<file path="config.mk">
export PLATFORM = sky130hd
export DESIGN_NAME = is_uart_rx
export DESIGN_NICKNAME = d
export VERILOG_FILES = /design/src/rtl/is_uart_pkg.sv /design/src/rtl/is_uart_baud_tick.sv /design/src/rtl/is_uart_rx.sv
export SDC_FILE = /design/constraint.sdc
export NUM_CORES = 1
export LEC_CHECK = 0
export ABC_AREA = 1
export BUFFER_PORTS_ARGS = -buffer_cell sky130_fd_sc_hd__buf_2
export CAP_MARGIN = 20
export CORE_UTILIZATION = 65
export CTS_BUF_LIST = sky130_fd_sc_hd__clkbuf_8
export CTS_CLUSTER_SIZE = 10
export DETAILED_ROUTE_END_ITERATION = 12
export GPL_ROUTABILITY_DRIVEN = 0
export GPL_TIMING_DRIVEN = 0
export PLACE_DENSITY_LB_ADDON = 0.2
export SYNTH_ARGS = -nofsm -noshare
export SYNTH_HDL_FRONTEND = slang
export SYNTH_SLANG_ARGS = --single-unit
</file>
<file path="constraint.sdc">
create_clock -name clk_i -period 4.4 [get_ports clk_i]
set_input_delay 0.22 -clock clk_i [delete_from_list [all_inputs] [get_ports clk_i]]
set_output_delay 0.22 -clock clk_i [all_outputs]
set_load 0.02 [all_outputs]
</file>
<file path="src/rtl/is_uart_pkg.sv">
`default_nettype none
// ============================================================================
//  Module   : is_uart_pkg
//  Purpose  : Shared UART types and helpers for the receiver and a future
//             transmitter.
//    uart_rx_state_t : receiver FSM state encoding
//    calc_tick_div   : system clocks per oversampling tick
//  Revision : 1.0 - initial release
// ============================================================================
package is_uart_pkg;

  typedef enum logic [1:0] {
    IDLE  = 2'd0,
    START = 2'd1,
    DATA  = 2'd2,
    STOP  = 2'd3
  } uart_rx_state_t;

  // System clocks per oversampling tick, truncated. Evaluated in 64 bits so
  // large clock frequencies cannot overflow the intermediate product.
  function automatic int calc_tick_div(input int fast_clk_mhz,
                                       input int baud_rate,
                                       input int oversample);
    longint num;
    longint den;
    num = longint'(fast_clk_mhz) * 64'd1_000_000;
    den = longint'(baud_rate) * longint'(oversample);
    return int'(num / den);
  endfunction

endpackage : is_uart_pkg
`default_nettype wire

</file>
<file path="src/rtl/is_uart_baud_tick.sv">
`default_nettype none
// ============================================================================
//  Module   : is_uart_baud_tick
//  Purpose  : Reloadable down-counter producing a one-cycle tick enable every
//             DIV system clocks.
//    clk_i  : system clock
//    rst_i  : synchronous active-low reset (counter to 0)
//    clr_i  : reload DIV-1 without producing a tick
//    tick_o : one-cycle enable when the counter reaches 0
//  Revision : 1.0 - initial release
// ============================================================================
module is_uart_baud_tick #(
  parameter int DIV = 54
) (
  input  logic clk_i,
  input  logic rst_i,
  input  logic clr_i,
  output logic tick_o
);

  localparam int                c_cnt_w  = (DIV > 1) ? $clog2(DIV) : 1;
  localparam logic [c_cnt_w-1:0] c_reload = c_cnt_w'(DIV - 1);
  localparam logic [c_cnt_w-1:0] c_one    = c_cnt_w'(1);

  logic [c_cnt_w-1:0] r_cnt;

  always_ff @(posedge clk_i) begin
    if (!rst_i) begin
      r_cnt <= '0;
    end else if (clr_i || (r_cnt == '0)) begin
      r_cnt <= c_reload;
    end else begin
      r_cnt <= r_cnt - c_one;
    end
  end

  // A clear suppresses the tick so the caller restarts phase from zero.
  assign tick_o = (r_cnt == '0) && !clr_i;

endmodule : is_uart_baud_tick
`default_nettype wire

</file>
<file path="src/rtl/is_uart_rx.sv">
`default_nettype none
// ============================================================================
//  Module   : is_uart_rx
//  Purpose  : Oversampling UART receiver (8N1 default, LSB first) running in
//             the system clock domain, with valid/ready output handshake.
//    clk_i       : system clock
//    rst_i       : synchronous active-low reset
//    rx_i        : asynchronous serial line, idle high
//    data_o      : received word, LSB = first data bit
//    valid_o     : data_o holds an unread word
//    ready_i     : consumer accepts data_o when valid_o && ready_i
//    frame_err_o : one-cycle pulse, stop bit sampled low
//    overrun_o   : one-cycle pulse, word completed while valid_o still high
//  Revision : 1.0 - initial release
// ============================================================================
module is_uart_rx
  import is_uart_pkg::*;
#(
  parameter int FAST_CLK_MHZ = 100,
  parameter int BAUD_RATE    = 115200,
  parameter int OVERSAMPLE   = 16,
  parameter int DATA_BITS    = 8
) (
  input  logic                 clk_i,
  input  logic                 rst_i,
  input  logic                 rx_i,
  output logic [DATA_BITS-1:0] data_o,
  output logic                 valid_o,
  input  logic                 ready_i,
  output logic                 frame_err_o,
  output logic                 overrun_o
);

  localparam int c_tick_div = calc_tick_div(FAST_CLK_MHZ, BAUD_RATE, OVERSAMPLE);
  localparam int c_tcnt_w   = $clog2(OVERSAMPLE);
  localparam int c_bcnt_w   = $clog2(DATA_BITS + 1);

  localparam logic [c_tcnt_w-1:0] c_half_last = c_tcnt_w'(OVERSAMPLE / 2 - 1);
  localparam logic [c_tcnt_w-1:0] c_os_last   = c_tcnt_w'(OVERSAMPLE - 1);
  localparam logic [c_tcnt_w-1:0] c_tcnt_one  = c_tcnt_w'(1);
  localparam logic [c_bcnt_w-1:0] c_bits_last = c_bcnt_w'(DATA_BITS - 1);
  localparam logic [c_bcnt_w-1:0] c_bcnt_one  = c_bcnt_w'(1);

  generate
    if (c_tick_div < 2) begin : g_div_check
      $error("is_uart_rx: clock too slow for baud rate, tick divider below 2");
    end
    if ((OVERSAMPLE < 8) || ((OVERSAMPLE % 2) != 0)) begin : g_os_check
      $error("is_uart_rx: OVERSAMPLE must be even and at least 8");
    end
    if ((DATA_BITS < 5) || (DATA_BITS > 9)) begin : g_bits_check
      $error("is_uart_rx: DATA_BITS must be in 5..9");
    end
  endgenerate

  uart_rx_state_t       r_state,  w_state_nxt;
  logic [c_tcnt_w-1:0]  r_tcnt,   w_tcnt_nxt;
  logic [c_bcnt_w-1:0]  r_bcnt,   w_bcnt_nxt;
  logic [DATA_BITS-1:0] r_shift,  w_shift_nxt;
  logic                 r_sync1, r_sync2, r_rx_prev;
  logic [DATA_BITS-1:0] r_data;
  logic                 r_valid, r_ferr, r_ovr;
  logic                 w_tick, w_clr, w_deliver, w_ferr;

  is_uart_baud_tick #(
    .DIV (c_tick_div)
  ) u_tick (
    .clk_i  (clk_i),
    .rst_i  (rst_i),
    .clr_i  (w_clr),
    .tick_o (w_tick)
  );

  always_ff @(posedge clk_i) begin
    if (!rst_i) begin
      r_state <= IDLE;
    end else begin
      r_state <= w_state_nxt;
    end
  end

  always_comb begin
    w_state_nxt = r_state;
    w_tcnt_nxt  = r_tcnt;
    w_bcnt_nxt  = r_bcnt;
    w_shift_nxt = r_shift;
    w_clr       = 1'b0;
    w_deliver   = 1'b0;
    w_ferr      = 1'b0;
    case (r_state)
      IDLE: begin
        // Only a high-to-low transition starts a frame, so a line stuck low
        // after a framing error cannot retrigger.
        if (!r_sync2 && r_rx_prev) begin
          w_clr       = 1'b1;
          w_tcnt_nxt  = '0;
          w_state_nxt = START;
        end
      end
      START: begin
        if (w_tick) begin
          if (r_tcnt == c_half_last) begin
            if (!r_sync2) begin
              w_tcnt_nxt  = '0;
              w_bcnt_nxt  = '0;
              w_state_nxt = DATA;
            end else begin
              w_state_nxt = IDLE;
            end
          end else begin
            w_tcnt_nxt = r_tcnt + c_tcnt_one;
          end
        end
      end
      DATA: begin
        if (w_tick) begin
          if (r_tcnt == c_os_last) begin
            w_tcnt_nxt  = '0;
            w_shift_nxt = {r_sync2, r_shift[DATA_BITS-1:1]};
            if (r_bcnt == c_bits_last) begin
              w_state_nxt = STOP;
            end else begin
              w_bcnt_nxt = r_bcnt + c_bcnt_one;
            end
          end else begin
            w_tcnt_nxt = r_tcnt + c_tcnt_one;
          end
        end
      end
      STOP: begin
        // Returning to IDLE at mid stop bit leaves half a bit of margin for
        // the next start edge of a back-to-back frame.
        if (w_tick) begin
          if (r_tcnt == c_os_last) begin
            w_tcnt_nxt  = '0;
            w_deliver   = r_sync2;
            w_ferr      = !r_sync2;
            w_state_nxt = IDLE;
          end else begin
            w_tcnt_nxt = r_tcnt + c_tcnt_one;
          end
        end
      end
      default: begin
        w_state_nxt = IDLE;
      end
    endcase
  end

  always_ff @(posedge clk_i) begin
    if (!rst_i) begin
      r_sync1   <= 1'b1;
      r_sync2   <= 1'b1;
      r_rx_prev <= 1'b1;
      r_tcnt    <= '0;
      r_bcnt    <= '0;
      r_shift   <= '0;
      r_data    <= '0;
      r_valid   <= 1'b0;
      r_ferr    <= 1'b0;
      r_ovr     <= 1'b0;
    end else begin
      r_sync1   <= rx_i;
      r_sync2   <= r_sync1;
      r_rx_prev <= r_sync2;
      r_tcnt    <= w_tcnt_nxt;
      r_bcnt    <= w_bcnt_nxt;
      r_shift   <= w_shift_nxt;
      r_ferr    <= w_ferr;
      r_ovr     <= w_deliver && r_valid && !ready_i;
      // A word completing in the same cycle as an acceptance replaces the
      // accepted word, keeping valid high without a gap.
      if (w_deliver && (!r_valid || ready_i)) begin
        r_data  <= r_shift;
        r_valid <= 1'b1;
      end else if (r_valid && ready_i) begin
        r_valid <= 1'b0;
      end
    end
  end

  assign data_o      = r_data;
  assign valid_o     = r_valid;
  assign frame_err_o = r_ferr;
  assign overrun_o   = r_ovr;

endmodule : is_uart_rx
`default_nettype wire

</file>
==> results.json <==
{
  "numCtsBuffers": 5,
  "netlist_area_um2": 1790,
  "grt-ovfl-total": 0,
  "dr.pass1.iters": 4,
  "leakagePower_nw": 0.957,
  "grt_pass1_wl_mm": 5.73,
  "antenna_found_initial": 0,
  "worst-path-buf-inv": 2,
  "final_core_util": 0.778,
  "clk_pin_slew_ps": 70,
  "postSynthAreaPerCell_um2": 7.11,
  "period_minus_slack_ps": 1670,
  "yosysSeqAreaShare": 0.424,
  "ys_ff_latch": 38,
  "crit_chain": "ha_1, nand2_1, nor2_4, inv_2, nor2_4, nand4_4, buf_6, nor2_1, nor2_1",
  "synth-simple-area-share": 0.371,
  "hpwl_mm": 2.43,
  "gr-usage-all-layers": 0.278,
  "arrival_ps": 1860,
  "port_buffers": 14,
  "drive_above_1_share": 0.194,
  "tns_ps": 0,
  "startpoint_type": "flop",
  "grt_pass1_vias": 1371,
  "vias_per_cell": 5.26,
  "final_nets": 280,
  "fp.dieW_um": 54.5,
  "crit_fanout": 10,
  "clk_latency_ps": 290,
  "critPathSlowestCell": "dfxtp_1",
  "post_drt_wl_per_cell_um": 11.7,
  "synthAdderAreaFrac": 0.0209,
  "rsz0062_at_grt": "false",
  "status": "finished clean",
  "clock_skew_ps": 4.19,
  "ys_types": 31,
  "crit_type": "reg -> reg",
  "crit_family": "simple AND/OR/NAND/NOR gates",
  "cts_max_level": 2,
  "die_area_um2": 2970,
  "drc": 0,
  "yosys_warnings": 0,
  "clock_path_buffers": 2,
  "initial_utilization": 0.705,
  "final_min_period_over_clock_period": 0.380,
  "powerDensity_nw_per_um2": 446,
  "drtAntennaViolNets": 0,
  "core-area_um2": 2540,
  "worst_hold_path_type": "in -> reg",
  "synth_compound_area_frac": 0.0865,
  "max_stage_delay_ps": 390,
  "postCtsSetupBuffers": 0,
  "clock_sinks": 38,
  "synth_xor_area_frac": 0.00488,
  "fp.dieH_um": 54.5,
  "final-setup-viol-count": 0,
  "tritoncts": "yes",
  "cp.required_ps": 4590,
  "worstSetupEndpointType": "flop",
  "areaGrowthSynthToFinish_pct": 10.4,
  "ios": 15,
  "timing_hold_violations_final": 0,
  "num_rows": 18,
  "final_max_slew_viol_count": 0,
  "syn_inst": 252,
  "drv_cap": 0,
  "synth_top_family_by_area": "simple AND/OR/NAND/NOR gates",
  "slew_headroom": 0.651,
  "grt_max_degree": 12,
  "cts-root-buf": "clkbuf_8",
  "fmax_mhz": 597,
  "syn-num-nets": 259,
  "synthMuxAreaShare": 0,
  "vias": 1593,
  "finalWirelength_mm": 3.55,
  "ir_worst_vdd_mv": 0.369,
  "cts_resized": 0,
  "postCtsHoldBufs": 0,
  "n_antenna_cell": 0,
  "worstMarginPinSlew_ps": 524,
  "drt-initial-drc-count": 48
}
worst reg2reg max path, delay by kind of cell (launching register included):
kind	cells	cell delay [ps]
buf+inv	2	260
simple gates	6	720
fa+ha+maj	1	210
flops	1	390
registers in the layout (all words and copies together), names as in the netlist, named ones only:
| name | cells |
|---|---|
| data_o | 8 |
| r_shift | 8 |
| u_tick.r_cnt | 6 |
| r_bcnt | 4 |
| r_tcnt | 4 |
| frame_err_o | 1 |
| overrun_o | 1 |
| r_rx_prev | 1 |
| r_state | 1 |
| r_sync1 | 1 |
| r_sync2 | 1 |
| valid_o | 1 |
metal layers:
| metal | part of all wire | vias up | GRT usage |
|---|---|---|---|
| met1 | 0.46 | 723 | 0.348 |
| met2 | 0.48 | 30 | 0.449 |
| li1 | - | 832 | - |
| met3 | 0.039 | 8 | 0.0667 |
| met4 | 0.019 | 0 | 0.128 |
| met5 | 0 | - | 0 |
cells by family after synthesis:
logic type                 after synthesis
DFF                                     38
adders and majority gates                3
AOI/OAI and AO/OA                       29
xor gates and xnor gates                 1
and+or+nand+nor                        140
buffers and inverters                   41
cell usage in the layout, fill, tap and decap left out, types with 2 or more instances in the layout:
cell type,instances
nand2_1,53
nor2_1,44
dfxtp_1,38
inv_1,26
nand3_1,21
buf_2,17
a21oi_1,15
inv_2,9
o21ai_1,6
or2_2,5
clkbuf_8,5
o21ai_0,4
nand2_2,4
nor2_4,3
ha_1,3
nor2_2,2
clkinv_2,2
where the power goes:
part	switching, mW	internal, mW	total (mW)
Combinational	0.150	0.0871	0.237
Sequential	0.0341	0.382	0.417
Clock	0.123	0.106	0.230
per-stage QoR:
| step | std cells | total power [mW] | worst slack, ps | hold slack [ps] | instance area (um^2) |
|---|---|---|---|---|---|
| after floorplan | 252 | 0.617 | 2990 | 327 | 1790 |
| after global placement | 296 | 0.651 | 2850 | 402 | 1900 |
| after detailed placement | 296 | 0.659 | 2790 | 405 | 1900 |
| after global routing | 303 | 0.936 | 2600 | 120 | 1980 |
| after CTS | 303 | 0.881 | 2730 | 116 | 1980 |
| final | 303 | 0.883 | 2730 | 114 | 1980 |
path summary, 6_finish.rpt:
check                            endpoint  depth (start not counted)  startpoint  slack, ps
worst max-delay path            data_o[6]                          9   r_tcnt[0]       2730
worst min-delay path              r_sync1                          2        rx_i        110
worst max register to register  data_o[6]                          9   r_tcnt[0]       2730
worst min register to register    r_sync2                          1     r_sync1        420
Yosys cell counts, drive strengths merged:
cell / count / share of area
nand2: 57 / 0.12
nor2: 50 / 0.13
dfxtp: 38 / 0.42
inv: 35 / 0.073
nand3: 23 / 0.074
a21oi: 15 / 0.042
o21ai: 11 / 0.033
buf: 5 / 0.017
or2: 5 / 0.017
ha: 3 / 0.021
nand4: 2 / 0.015
a31oi: 1 / 0.0035
clkbuf: 1 / 0.0021
nand3b: 1 / 0.0042
nor3: 1 / 0.0028
nor4: 1 / 0.0035
o21bai: 1 / 0.0042
o31ai: 1 / 0.0042
xor2: 1 / 0.0049
area by class of cell:
| type | instances | area [um^2] |
|---|---|---|
| tap | 30 | 37.5 |
| multi-input combinational | 173 | 867 |
| fill | 188 | 566 |
| timing repair buffer | 14 | 70.1 |
| sequential | 38 | 761 |
| clock buffer | 5 | 68.8 |
| inverter | 35 | 131 |
| clock inverter | 2 | 10.0 |
| buffer | 6 | 33.8 |
Power figures use the tool's default switching activity.
